--- src/rtl/alu_issue_ctrl.sv ---
// alu_issue_ctrl: decodes one RV32I instruction per handshake into an ALU
// control word and operands, issues them to an external combinational ALU
// for one cycle, and presents the captured result on a valid/ready output.
module alu_issue_ctrl #(
    parameter int XLEN = 32
) (
    input  logic            clk,
    input  logic            reset,
    input  logic            in_valid,
    output logic            in_ready,
    input  logic [31:0]     instr,
    input  logic [XLEN-1:0] rs1_data,
    input  logic [XLEN-1:0] rs2_data,
    output logic [4:0]      alu_ctl,
    output logic [XLEN-1:0] alu_a,
    output logic [XLEN-1:0] alu_b,
    input  logic [XLEN-1:0] alu_out,
    input  logic            alu_zero,
    output logic            out_valid,
    input  logic            out_ready,
    output logic [XLEN-1:0] out_result,
    output logic            out_taken,
    output logic            out_is_branch,
    output logic            out_illegal,
    output logic [4:0]      out_rd
);

    localparam logic [6:0] OPC_OP      = 7'b0110011;
    localparam logic [6:0] OPC_OP_IMM  = 7'b0010011;
    localparam logic [6:0] OPC_BRANCH  = 7'b1100011;
    localparam logic [6:0] OPC_CUSTOM0 = 7'b0001011;
    localparam logic [6:0] F7_ZERO     = 7'b0000000;
    localparam logic [6:0] F7_ALT      = 7'b0100000;

    typedef enum logic [1:0] {
        IDLE  = 2'd0,
        ISSUE = 2'd1,
        DONE  = 2'd2
    } state_t;

    state_t state_r;
    state_t state_next_s;

    logic [6:0]      opcode_s;
    logic [2:0]      funct3_s;
    logic [6:0]      funct7_s;
    logic [4:0]      dec_ctl_s;
    logic [XLEN-1:0] dec_a_s;
    logic [XLEN-1:0] dec_b_s;
    logic            dec_illegal_s;
    logic            dec_branch_s;
    logic            accept_s;

    assign opcode_s = instr[6:0];
    assign funct3_s = instr[14:12];
    assign funct7_s = instr[31:25];
    assign accept_s = (state_r == IDLE) && in_valid;

    // Instruction decode: ALU control word, operand selection and legality.
    always_comb begin
        dec_ctl_s     = 5'd0;
        dec_a_s       = rs1_data;
        dec_b_s       = rs2_data;
        dec_illegal_s = 1'b1;
        dec_branch_s  = 1'b0;
        case (opcode_s)
            OPC_OP: begin
                if (funct7_s == F7_ZERO) begin
                    dec_ctl_s     = {2'b00, funct3_s};
                    dec_illegal_s = 1'b0;
                end else if (funct7_s == F7_ALT && funct3_s == 3'b000) begin
                    dec_ctl_s     = 5'd8;
                    dec_illegal_s = 1'b0;
                end else if (funct7_s == F7_ALT && funct3_s == 3'b101) begin
                    dec_ctl_s     = 5'd13;
                    dec_illegal_s = 1'b0;
                end else begin
                    dec_illegal_s = 1'b1;
                end
            end
            OPC_OP_IMM: begin
                dec_b_s = {{(XLEN-12){instr[31]}}, instr[31:20]};
                case (funct3_s)
                    3'b001: begin
                        // Shift-immediates take only the 5-bit shamt.
                        dec_b_s       = {{(XLEN-5){1'b0}}, instr[24:20]};
                        dec_ctl_s     = 5'd1;
                        dec_illegal_s = (funct7_s != F7_ZERO);
                    end
                    3'b101: begin
                        dec_b_s = {{(XLEN-5){1'b0}}, instr[24:20]};
                        if (funct7_s == F7_ZERO) begin
                            dec_ctl_s     = 5'd5;
                            dec_illegal_s = 1'b0;
                        end else if (funct7_s == F7_ALT) begin
                            dec_ctl_s     = 5'd13;
                            dec_illegal_s = 1'b0;
                        end else begin
                            dec_illegal_s = 1'b1;
                        end
                    end
                    default: begin
                        dec_ctl_s     = {2'b00, funct3_s};
                        dec_illegal_s = 1'b0;
                    end
                endcase
            end
            OPC_BRANCH: begin
                // Codes chosen so that the (optionally inverted) zero flag
                // directly equals the branch outcome.
                dec_branch_s  = 1'b1;
                dec_illegal_s = 1'b0;
                case (funct3_s)
                    3'b000:  dec_ctl_s = 5'd8;
                    3'b001:  dec_ctl_s = 5'd24;
                    3'b100:  dec_ctl_s = 5'd18;
                    3'b101:  dec_ctl_s = 5'd2;
                    3'b110:  dec_ctl_s = 5'd19;
                    3'b111:  dec_ctl_s = 5'd3;
                    default: begin
                        dec_branch_s  = 1'b0;
                        dec_illegal_s = 1'b1;
                    end
                endcase
            end
            OPC_CUSTOM0: begin
                dec_b_s = {XLEN{1'b0}};
                if (funct3_s == 3'b000 && funct7_s == F7_ZERO) begin
                    dec_ctl_s     = 5'd15;
                    dec_illegal_s = 1'b0;
                end else begin
                    dec_illegal_s = 1'b1;
                end
            end
            default: begin
                dec_illegal_s = 1'b1;
            end
        endcase
    end

    // Next-state logic: illegal encodings skip the ALU cycle entirely.
    always_comb begin
        state_next_s = state_r;
        case (state_r)
            IDLE: begin
                if (in_valid) begin
                    state_next_s = dec_illegal_s ? DONE : ISSUE;
                end else begin
                    state_next_s = IDLE;
                end
            end
            ISSUE: begin
                state_next_s = DONE;
            end
            DONE: begin
                if (out_ready) begin
                    state_next_s = IDLE;
                end else begin
                    state_next_s = DONE;
                end
            end
            default: begin
                state_next_s = IDLE;
            end
        endcase
    end

    // State register plus handshake flags registered from the next state.
    always_ff @(posedge clk) begin
        if (reset) begin
            state_r   <= IDLE;
            in_ready  <= 1'b1;
            out_valid <= 1'b0;
        end else begin
            state_r   <= state_next_s;
            in_ready  <= (state_next_s == IDLE);
            out_valid <= (state_next_s == DONE);
        end
    end

    // Operand issue on accept, result capture at the end of ISSUE.
    always_ff @(posedge clk) begin
        if (reset) begin
            alu_ctl       <= 5'd0;
            alu_a         <= {XLEN{1'b0}};
            alu_b         <= {XLEN{1'b0}};
            out_result    <= {XLEN{1'b0}};
            out_taken     <= 1'b0;
            out_is_branch <= 1'b0;
            out_illegal   <= 1'b0;
            out_rd        <= 5'd0;
        end else if (accept_s) begin
            if (dec_illegal_s) begin
                // Operands keep their previous value; only the control word clears.
                alu_ctl       <= 5'd0;
                out_result    <= {XLEN{1'b0}};
                out_taken     <= 1'b0;
                out_is_branch <= 1'b0;
                out_illegal   <= 1'b1;
                out_rd        <= 5'd0;
            end else begin
                alu_ctl       <= dec_ctl_s;
                alu_a         <= dec_a_s;
                alu_b         <= dec_b_s;
                out_is_branch <= dec_branch_s;
                out_illegal   <= 1'b0;
                out_rd        <= dec_branch_s ? 5'd0 : instr[11:7];
            end
        end else if (state_r == ISSUE) begin
            out_result <= alu_out;
            out_taken  <= out_is_branch ? alu_zero : 1'b0;
        end
    end

endmodule

--- config.mk ---
export PLATFORM = sky130hd
export DESIGN_NAME = alu_issue_ctrl
export DESIGN_NICKNAME = d
export VERILOG_FILES = /design/src/rtl/alu_issue_ctrl.sv
export SDC_FILE = /design/constraint.sdc
export NUM_CORES = 1
export LEC_CHECK = 0
export CAP_MARGIN = 20
export CELL_PAD_IN_SITES_DETAIL_PLACEMENT = 0
export CELL_PAD_IN_SITES_GLOBAL_PLACEMENT = 1
export CORE_ASPECT_RATIO = 0.7
export CORE_MARGIN = 5
export CORE_UTILIZATION = 25
export CTS_CLUSTER_SIZE = 25
export DETAILED_ROUTE_END_ITERATION = 12
export PLACE_DENSITY_LB_ADDON = 0.08
export SYNTH_ARGS = -nofsm -noshare
export SYNTH_HDL_FRONTEND = slang
export SYNTH_SLANG_ARGS = --single-unit
export TNS_END_PERCENT = 30
--- constraint.sdc ---
create_clock -name clk -period 7 [get_ports clk]
set_input_delay 1.05 -clock clk [delete_from_list [all_inputs] [get_ports clk]]
set_output_delay 1.05 -clock clk [all_outputs]
set_load 0.01 [all_outputs]
==> metrics.md <==
| Metric | Value |
|---|---|
| Post-route design area | `7510 um^2` |
| H-tree Lvls | `4` |
| DRC | `0` |
| Seq/Total Area, Yosys | `0.523` |
| Endpoints failing hold | `0` |
| Layout Area Growth over Synthesis | `73.5%` |
| Synth area leader | `dfxtp_1` |
| Crit. End Element | `register` |
| Total power | `1700 uW` |
| Io pins | `244` |
| Area of the multi-input gates | `1880 um^2` |
| DR WL/cell | `16.0 um` |
| Crit path kind | `input port to register` |
| Synth Register Bits | `113` |
| Pwr per Cell Area | `226 nW/um^2` |
| Share of the synthesized area in the top cell type | `0.523` |
| Die height | `120 um` |
| Final setup violation count | `0` |
| CTS tree | `yes` |
| Fin crit share | `0.512` |
| Post-synth net total | `575` |
| Pins Over Slew Limit | `0` |
| Setup TNS Final | `0 ns` |
| Syn Inst Count | `442` |
| Worst Path Required | `7.25 ns` |
| Leak | `0.00258 uW` |
| Top post-synthesis cells by area | `dfxtp_1, mux2i_1, nor2_1` |
| Initial core utilization | `0.253` |
| RSZ-0062 raised after global routing | `false` |
| CTS Sinks | `113` |
| Final wirelength | `14.6 mm` |
| Worst min-delay path class | `register to register` |
| Global-route usage over all layers | `0.142` |
| Initial antenna violation count | `0` |
| Ant diodes | `0` |
| Cells on Worst Hold Path | `1` |
| Post-synthesis average cell area | `9.79 um^2` |
| Pin count of the biggest net entering global routing | `83` |
| Final std cells w/o fill | `913` |
| Clk buf depth | `2` |
| Placer Congestion | `0.782` |
| Post_cts resized | `0` |
| Final core utilization | `0.440` |
| Gr ovfl total | `0` |
| Die width | `167 um` |
| Die area | `20100 um^2` |
| TritonCTS Buffers | `17` |
| R2R cell count | `6` |
| First-pass DRT Iterations | `4` |
| Max cap viols | `0` |
| Area post-placement | `6890 um^2` |
| Storage element area | `2260 um^2` |
| Worst slew pin tran | `0.925 ns` |
| Core area | `17100 um^2` |
| First-pass GRT wire length | `22.7 mm` |
| Max rail drop VDD | `112 uV` |
| Fin nets | `802` |
| Vias in the first global route | `4087` |
| Post-CTS Setup Inserts | `0` |
| Crit path DAT | `3.84 ns` |
| DPL Wire Length | `10.3 mm` |
| Crit path time final | `3.58 ns` |
| CTS Root Cell | `clkbuf_16` |
| Clock transition at path regs | `0.06 ns` |
| Placed cells | `881` |
| Via count | `4166` |
| CP Launch Type | `input port` |
| Worst slew margin | `0.383` |
| Vias per Instance | `4.56` |
| Synth unique cells | `45` |
| CP max FO | `33` |
| Skew-Pair Late Insertion Delay | `0.41 ns` |
| Skew final | `0.00963 ns` |
| Post-route ant nets | `0` |
| DRT iter0 DRCs | `213` |
| Layout cell share with drive strength beyond 1 | `0.0718` |
| Synth warn | `0` |
| Mapped cell area | `4330 um^2` |
| I/O Buffers | `238` |
| Hold-fix buffers, CTS | `0` |
| Rows | `40` |
| Status | `completed` |
| Peak Freq | `0.279 GHz` |
| Filler Cells Inserted | `1675` |
[synth_stat cells]
library cell / count
a211oi_1: 31
a211oi_2: 1
a21oi_1: 28
a221oi_2: 1
a22o_1: 32
a22oi_1: 11
a2bb2oi_1: 1
a311oi_1: 3
a31o_2: 1
a31oi_1: 2
a32o_1: 2
a32oi_1: 5
and2_0: 1
and2_1: 2
and3_1: 1
buf_1: 2
buf_2: 11
buf_6: 4
clkbuf_1: 21
dfxtp_1: 113
inv_1: 4
mux2i_1: 32
nand2_1: 10
nand2_2: 1
nand2b_1: 6
nand3_1: 4
nand3b_1: 2
nand4_1: 1
nor2_1: 82
nor2b_1: 2
nor3_1: 4
nor3b_1: 1
nor4_1: 3
nor4_4: 1
o211ai_1: 2
o21a_1: 1
o21ai_0: 4
o21ai_1: 1
o21bai_1: 1
o22a_1: 1
o22ai_1: 1
o31ai_4: 1
or3_1: 1
or4_1: 1
xor2_1: 2
[stage by stage]
stage | hold slack (ns) | worst slack, ns
after CTS | 0.475 | 3.41
after floorplan | 0.510 | 3.78
after global placement | 0.448 | 2.99
final | 0.471 | 3.42
after global routing | 0.483 | 3.22
after detailed placement | 0.457 | 2.96
[metal layers]
| metal | GRT usage | up-vias | wire length (um) |
|---|---|---|---|
| li1 | - | 2066 | - |
| met1 | 0.181 | 1920 | 6620 |
| met2 | 0.206 | 168 | 6230 |
| met3 | 0.0738 | 12 | 1550 |
| met4 | 0.0512 | 0 | 168 |
| met5 | 0 | - | 0 |
[cell families (layout without fill, tap and decap cells)]
group / Yosys count / in the layout / synth area share
flip-flops: 113 / 113 / 0.523
AND/OR/NAND/NOR: 123 / 123 / 0.127
XOR/XNOR: 2 / 2 / 0.00405
AO/OA/AOI/OAI: 130 / 130 / 0.225
multiplexers: 32 / 32 / 0.0741
buffers and inverters: 42 / 282 / 0.0466
[cell usage in the layout (no fill, tap or decap), types with 2 or more instances in the layout]
cell type / netlist / final
clkdlybuf4s50_1: 0 / 237
dfxtp_1: 113 / 113
nor2_1: 82 / 82
a22o_1: 32 / 32
mux2i_1: 32 / 32
a211oi_1: 31 / 31
a21oi_1: 28 / 28
clkbuf_16: 0 / 17
a22oi_1: 11 / 11
nand2_1: 10 / 10
buf_4: 0 / 8
nand2b_1: 6 / 6
clkinvlp_4: 0 / 6
a32oi_1: 5 / 5
nor3_1: 4 / 4
nand3_1: 4 / 4
o21ai_0: 4 / 4
inv_1: 4 / 4
a311oi_1: 3 / 3
bufinv_16: 0 / 3
inv_6: 0 / 3
nand3b_1: 2 / 2
a31oi_1: 2 / 2
xor2_1: 2 / 2
nor2b_1: 2 / 2
nor4_1: 3 / 2
and2_1: 2 / 2
a32o_1: 2 / 2
o211ai_1: 2 / 2
clkinv_4: 0 / 2
[area by class of cell]
cell class	instances	share of cell area
multi-input cells	287	0.251
inverters	4	0.00200
well taps	231	0.0385
clock inverters	14	0.0238
flip-flops and latches	113	0.301
clock buffers	18	0.0585
repair buffers	246	0.325
[power breakdown]
part           switching (uW)  leakage, uW  total (uW)  internal [uW]
Clock                     331     0.000282         904            573
Sequential               3.14     0.000912         652            649
Combinational            52.7      0.00139         139           86.4
[worst max-delay path, cell delays in order]
cell and delay, ns:
clkdlybuf4s50_1 0.45, nor4_4 0.41, nand2_2 0.15, or4_1 0.69, a221oi_4 0.34, buf_4 0.43
mux2i_1 0.23, nor2_1 0.06
[sequential cells by signal (all words and copies together), names as in the netlist]
| register | flops |
|---|---|
| alu_a | 32 |
| alu_b | 32 |
| out_result | 32 |
| alu_ctl | 5 |
| out_rd | 5 |
| state_r | 2 |
| in_ready | 1 |
| out_illegal | 1 |
| out_is_branch | 1 |
| out_taken | 1 |
| out_valid | 1 |
[path summary, 6_finish.rpt]
kind | startpoint | to | slack (ns)
max | instr[31] | alu_a[10] | 3.42
min | out_result[16] | out_result[16] | 0.47
max reg2reg | state_r[0] | alu_a[10] | 4.97
min reg2reg | out_result[16] | out_result[16] | 0.47
(Power assumes the default switching activity.)
